<file path="config.mk">
export PLATFORM = sky130hd
export DESIGN_NAME = fetch_sequencer
export DESIGN_NICKNAME = d
export VERILOG_FILES = /design/src/rtl/fetch_seq_pkg.sv /design/src/rtl/fetch_sequencer.sv
export SDC_FILE = /design/constraint.sdc
export NUM_CORES = 1
export LEC_CHECK = 0
export CORE_ASPECT_RATIO = 1.4
export CORE_MARGIN = 5
export CORE_UTILIZATION = 40
export CTS_BUF_LIST = sky130_fd_sc_hd__clkbuf_8
export CTS_CLUSTER_DIAMETER = 30
export CTS_CLUSTER_SIZE = 12
export DETAILED_ROUTE_END_ITERATION = 10
export PLACE_DENSITY_LB_ADDON = 0.15
export SLEW_MARGIN = 20
export SYNTH_ARGS = -nofsm -noshare
export SYNTH_HDL_FRONTEND = slang
export SYNTH_SLANG_ARGS = --single-unit
</file>
<file path="constraint.sdc">
create_clock -name clock -period 3.9 [get_ports clock]
set_input_delay 0.39 -clock clock [delete_from_list [all_inputs] [get_ports clock]]
set_output_delay 0.39 -clock clock [all_outputs]
set_load 0.02 [all_outputs]
</file>
<file path="src/rtl/fetch_seq_pkg.sv">
// ----------------------------------------------------------------------------
// fetch_seq_pkg
//   Shared definitions for the instruction fetch sequencer:
//     - fetch_state_e : binary-encoded sequencer states
//     - PC_SEL_*      : PC_select codes presented to fetch_pipe_unit
//     - NOP_INSN      : bubble instruction (addi x0,x0,0)
// ----------------------------------------------------------------------------
package fetch_seq_pkg;

   typedef enum logic [2:0] {
      ST_IDLE    = 3'd0,  // one cycle after reset release
      ST_ISSUE   = 3'd1,  // request driven, waiting for imem_ready
      ST_WAIT    = 3'd2,  // request accepted, waiting for imem_rvalid
      ST_PRESENT = 3'd3,  // instruction presented to decode
      ST_DRAIN   = 3'd4   // flushed while a response is still owed
   } fetch_state_e;

   localparam logic [1:0] PC_SEL_SEQ   = 2'b00;
   localparam logic [1:0] PC_SEL_HOLD  = 2'b01;
   localparam logic [1:0] PC_SEL_FLUSH = 2'b10;

   localparam logic [31:0] NOP_INSN = 32'h0000_0013;

endpackage

</file>
<file path="src/rtl/fetch_sequencer.sv">
// ----------------------------------------------------------------------------
// fetch_sequencer
//   Owns the PC, issues single-outstanding requests to instruction memory and
//   presents instruction + PC to fetch_pipe_unit. Decode stall holds the
//   presented instruction; an execute redirect flushes it and restarts fetch
//   at the new target.
//
// Ports
//   clock             : rising-edge clock
//   reset             : asynchronous active-low reset
//   stall             : decode cannot accept the presented instruction
//   redirect_valid    : taken branch/jump resolved this cycle
//   redirect_target   : new PC (low two bits ignored)
//   imem_req/addr     : request to imem (combinational from state / pc)
//   imem_ready        : request accepted this cycle
//   imem_rvalid/rdata : in-order response, one per accepted request
//   PC_select         : 00 sequential, 01 hold, 10 flush
//   inst_valid_fetch  : presented instruction is real (registered)
//   instruction_fetch : presented instruction, NOP when not valid (registered)
//   inst_PC_fetch     : PC of presented instruction (registered)
// ----------------------------------------------------------------------------
module fetch_sequencer
   import fetch_seq_pkg::*;
#(
   parameter int                        DATA_WIDTH   = 32,
   parameter int                        ADDRESS_BITS = 20,
   parameter logic [ADDRESS_BITS-1:0]   RESET_PC     = '0,
   parameter logic [DATA_WIDTH-1:0]     NOP          = DATA_WIDTH'(NOP_INSN)
) (
   input  logic                    clock,
   input  logic                    reset,
   input  logic                    stall,
   input  logic                    redirect_valid,
   input  logic [ADDRESS_BITS-1:0] redirect_target,
   output logic                    imem_req,
   output logic [ADDRESS_BITS-1:0] imem_addr,
   input  logic                    imem_ready,
   input  logic                    imem_rvalid,
   input  logic [DATA_WIDTH-1:0]   imem_rdata,
   output logic [1:0]              PC_select,
   output logic                    inst_valid_fetch,
   output logic [DATA_WIDTH-1:0]   instruction_fetch,
   output logic [ADDRESS_BITS-1:0] inst_PC_fetch
);

   localparam logic [ADDRESS_BITS-1:0] PC_STEP = ADDRESS_BITS'(4);

   fetch_state_e              state_q, state_d;
   logic [ADDRESS_BITS-1:0]   pc_q, pc_d;
   logic [ADDRESS_BITS-1:0]   req_pc_q, req_pc_d;
   logic                      vld_q, vld_d;
   logic [DATA_WIDTH-1:0]     instr_q, instr_d;
   logic [ADDRESS_BITS-1:0]   ipc_q, ipc_d;

   logic [ADDRESS_BITS-1:0]   tgt_aligned;
   assign tgt_aligned = {redirect_target[ADDRESS_BITS-1:2], 2'b00};

   // -------------------------------------------------------------------------
   // State and output register bank
   // -------------------------------------------------------------------------
   always_ff @(posedge clock or negedge reset) begin
      if (!reset) begin
         state_q  <= ST_IDLE;
         pc_q     <= RESET_PC;
         req_pc_q <= RESET_PC;
         vld_q    <= 1'b0;
         instr_q  <= NOP;
         ipc_q    <= RESET_PC;
      end else begin
         state_q  <= state_d;
         pc_q     <= pc_d;
         req_pc_q <= req_pc_d;
         vld_q    <= vld_d;
         instr_q  <= instr_d;
         ipc_q    <= ipc_d;
      end
   end

   // -------------------------------------------------------------------------
   // Next state / decoded outputs
   // -------------------------------------------------------------------------
   always_comb begin
      state_d   = state_q;
      pc_d      = pc_q;
      req_pc_d  = req_pc_q;
      vld_d     = vld_q;
      instr_d   = instr_q;
      ipc_d     = ipc_q;
      imem_req  = (state_q == ST_ISSUE);
      imem_addr = pc_q;
      PC_select = PC_SEL_SEQ;

      if (redirect_valid && (state_q != ST_IDLE)) begin
         // Flush beats stall and any response arriving this cycle. The
         // request in ISSUE is still driven, so an accept here leaves one
         // response owed that must be swallowed in DRAIN.
         PC_select = PC_SEL_FLUSH;
         pc_d      = tgt_aligned;
         vld_d     = 1'b0;
         instr_d   = NOP;
         unique case (state_q)
            ST_ISSUE:   state_d = imem_ready  ? ST_DRAIN : ST_ISSUE;
            ST_WAIT:    state_d = imem_rvalid ? ST_ISSUE : ST_DRAIN;
            ST_PRESENT: state_d = ST_ISSUE;
            ST_DRAIN:   state_d = imem_rvalid ? ST_ISSUE : ST_DRAIN;
            default:    state_d = ST_IDLE;
         endcase
      end else begin
         unique case (state_q)
            ST_IDLE: state_d = ST_ISSUE;
            ST_ISSUE: begin
               if (imem_ready) begin
                  req_pc_d = pc_q;
                  state_d  = ST_WAIT;
               end
            end
            ST_WAIT: begin
               if (imem_rvalid) begin
                  vld_d   = 1'b1;
                  instr_d = imem_rdata;
                  ipc_d   = req_pc_q;
                  pc_d    = req_pc_q + PC_STEP;  // wraps modulo 2^ADDRESS_BITS
                  state_d = ST_PRESENT;
               end
            end
            ST_PRESENT: begin
               if (stall) begin
                  PC_select = PC_SEL_HOLD;
               end else begin
                  vld_d   = 1'b0;
                  instr_d = NOP;
                  state_d = ST_ISSUE;
               end
            end
            ST_DRAIN: begin
               if (imem_rvalid) state_d = ST_ISSUE;
            end
            default: state_d = ST_IDLE;
         endcase
      end
   end

   assign inst_valid_fetch  = vld_q;
   assign instruction_fetch = instr_q;
   assign inst_PC_fetch     = ipc_q;

endmodule

</file>
==> flow_summary.ini <==
[drt]
ant_nets = 0
drt_wl_total_um = 10970
vias = 3289
drt_iter0_drc = 99
viasPerCell = 5.229
dr.pass1.iters = 5
route.detailed.drc = 0
wire_per_inst_um = 17.44

[worst_setup_path]
startpoint_type = input pin
cpPeakStageDelay_ps = 740
crit_buf_inv = 3
crit_family = buffers and inverters
cp.required_ps = 3510
cp_max_fo = 8
cpMostUsedCell = clkdlybuf4s50_1
crit_type = input pin to output pin
slowest_stage = clkdlybuf4s50_1
endpoint_kind = output pin
cp_cell_sequence = clkdlybuf4s50_1, inv_1, nor2_1, clkdlybuf4s50_1
arrival_ps = 2500

[run]
maxCapViolations = 0

[placed_design]
dpl.hpwl_um = 7438
pre_cts_ws_ps = 1008
numPortBuffers = 131
place_congestion = 0.7630

[logic_synthesis]
yosys_warnings = 0
ys_seq_area_frac = 0.5886
yosys.area.top_type = dfrtp_1
syn_area_mm2 = 0.004088
avgSynthCellArea_um2 = 11.32
synth_xor_area_frac = 0.03000
synthArstFlopShare = 1.000
synth-adder-area-share = 0.003061
postSynthCellCount = 361
synth_seq_cells = 96
synth_fp_nets = 420
netlist-cell-type-count = 45
yosys_most_used_dff = dfrtp_1
yosys.area_share.simple = 0.1295
synth_top_area_frac = 0.5693
synthMuxAreaShare = 0.05755
synth_compound_gate_area_share = 0.1534
synth_edf_count = 0
synth_top_family_by_area = compound AO/OA/AOI/OAI gates
synth_area_leaders = dfrtp_1, a22o_1, nand2_1

[sta]
setup_viol = 0
clock.fmax_ghz = 0.3464
timing.final.ws_setup_ps = 1013
tightest_slew_ps = 815.6
clock_skew_ps = 8.709
maxSlewViolCount = 0
fin_crit_sh = 0.7402
hold_violations = 0
hold_ws_ps = 464.3
slew_headroom = 0.4563
tns_ps = 0
fin_crit_ps = 2887
grt_setup_unrepaired = false

[power_and_ir_drop]
leakagePower_uw = 0.002574
seqPwrFrac = 0.426
switching_share = 0.3593
switchingPower_uw = 1326
internal_power_uw = 2365
vdd_ir_drop_max_v = 0.0003197
power_density_mw_per_mm2 = 639.0
clockPowerShare = 0.208
comb_power_share = 0.367

[global_route]
antenna_found_initial = 0
grt_usage = 0.1839
grt_max_degree = 78
overflow = 0
grt_pass1_vias = 3389
grt_first_pass_wirelength_um = 17560

[clock_tree]
ctsResizeCount = 0
clkLatencyLatePin_ps = 370
cts_buffer_depth = 2
clk_pin_slew_worst_paths_ps = 90
root_buffer = clkbuf_8
tritoncts = yes
h-tree-depth = 3
clock_sinks = 96
cts_made_buffers = 9

[min_path]
hold_path.class = register to register

[final_layout]
area_delta_synth_final_pct = 41.32
drive_gt1_frac = 0.1093
final_common_cell = clkdlybuf4s50_1
layout.nets = 548
num_antenna_cells = 0
mostFrequentLayoutCells = clkdlybuf4s50_1, dfrtp_1, nand2_1, a22o_1

[die]
core_mm2 = 0.009953
start_util = 0.4107
ios = 134
die_y_um = 129.6
die_area_mm2 = 0.01237
rows = 43
die_x_um = 95.44

[run_status]
status = finished, final reports clean
[what timing repair did]
action                    4_1_cts  5_1_grt
setup buffers                   0        0
hold endpoints to repair        0       27
hold buffers                    0        1
[kinds of logic (layout without fill, tap and decap cells)]
| group | after synthesis | count (layout) |
|---|---|---|
| adders and majority gates | 1 | 1 |
| AOI/OAI and AO/OA | 85 | 85 |
| muxes | 21 | 21 |
| DFF | 96 | 96 |
| buffers and inverters | 32 | 165 |
| xor gates and xnor gates | 14 | 14 |
| and+or+nand+nor | 112 | 112 |
[layer usage]
metal  vias to the layer above  global-route usage  share of wire
met5                         -                   0              0
met4                         0             0.06784          0.015
met3                        14             0.04646          0.070
met2                       113              0.2977           0.48
met1                      1621              0.2378           0.43
li1                       1541                   -              -
[final timing paths]
kind                                               to  slack (ps)            startpoint  cells past startpoint
worst max-delay path                     PC_select[1]        1010        redirect_valid                      4
worst max register to register  instruction_fetch[12]        1660            state_q[2]                      4
worst min-delay path             instruction_fetch[1]         460  instruction_fetch[1]                      2
max in group asynchronous           inst_PC_fetch[18]        2520                 reset                      4
worst min register to register   instruction_fetch[1]         460  instruction_fetch[1]                      2
min in group asynchronous        instruction_fetch[7]         470                 reset                      2
[sequential cells by signal, indices dropped and copies added (netlist names)]
register / count
state_q: 3
inst_valid_fetch: 1
req_pc_q: 20
instruction_fetch: 32
inst_PC_fetch: 20
imem_addr: 20
[cells in the mapped netlist (6+ instances only)]
master and count:
dfrtp_1 93, nand2_1 61, a22o_1 31, mux2_2 20, o21ai_0 20, a22oi_1 15
buf_2 10, inv_1 10, xnor2_1 10, nand3_1 9, nor2_1 9, clkbuf_1 7
nor3_1 6
[tightest hold or removal path: cells and delay by family (launching register included)]
family,cells,cell delay (ps)
AOI/OAI and AO/OA,1,50
DFF,1,380
buffers and inverters,1,40
[metrics by stage]
| stage | total power (µW) | cells | util | area, µm² |
|---|---|---|---|---|
| 3_5_place_dp | 2944 | 611 | 0.5530 | 5504 |
| 3_3_place_gp | 2924 | 611 | 0.5530 | 5504 |
| 4_1_cts | 3731 | 627 | 0.5766 | 5739 |
| 5_1_grt | 3934 | 629 | 0.5804 | 5777 |
| 2_1_floorplan | 2301 | 361 | - | 4088 |
| 6_report | 3691 | 629 | 0.5804 | 5777 |
[power by group through the flow]
| stage | sequential [µW] | combinational [µW] | clock (µW) |
|---|---|---|---|
| 5_1_grt | 1620 | 1480 | 838 |
| 3_5_place_dp | 1580 | 1360 | 0 |
| 4_1_cts | 1570 | 1370 | 792 |
| 6_report | 1570 | 1350 | 766 |
| 3_3_place_gp | 1570 | 1350 | 0 |
| 2_1_floorplan | 1720 | 579 | 0 |
[cell type report]
cell class | count | area [µm²]
clock inverter | 7 | 111.4
inverter | 10 | 37.54
timing repair buffer | 139 | 1391
sequential | 96 | 2406
tap | 135 | 168.9
fill | 880 | 4177
clock buffer | 9 | 123.9
multi-input combinational | 233 | 1538
Power figures use the tool's default switching activity.
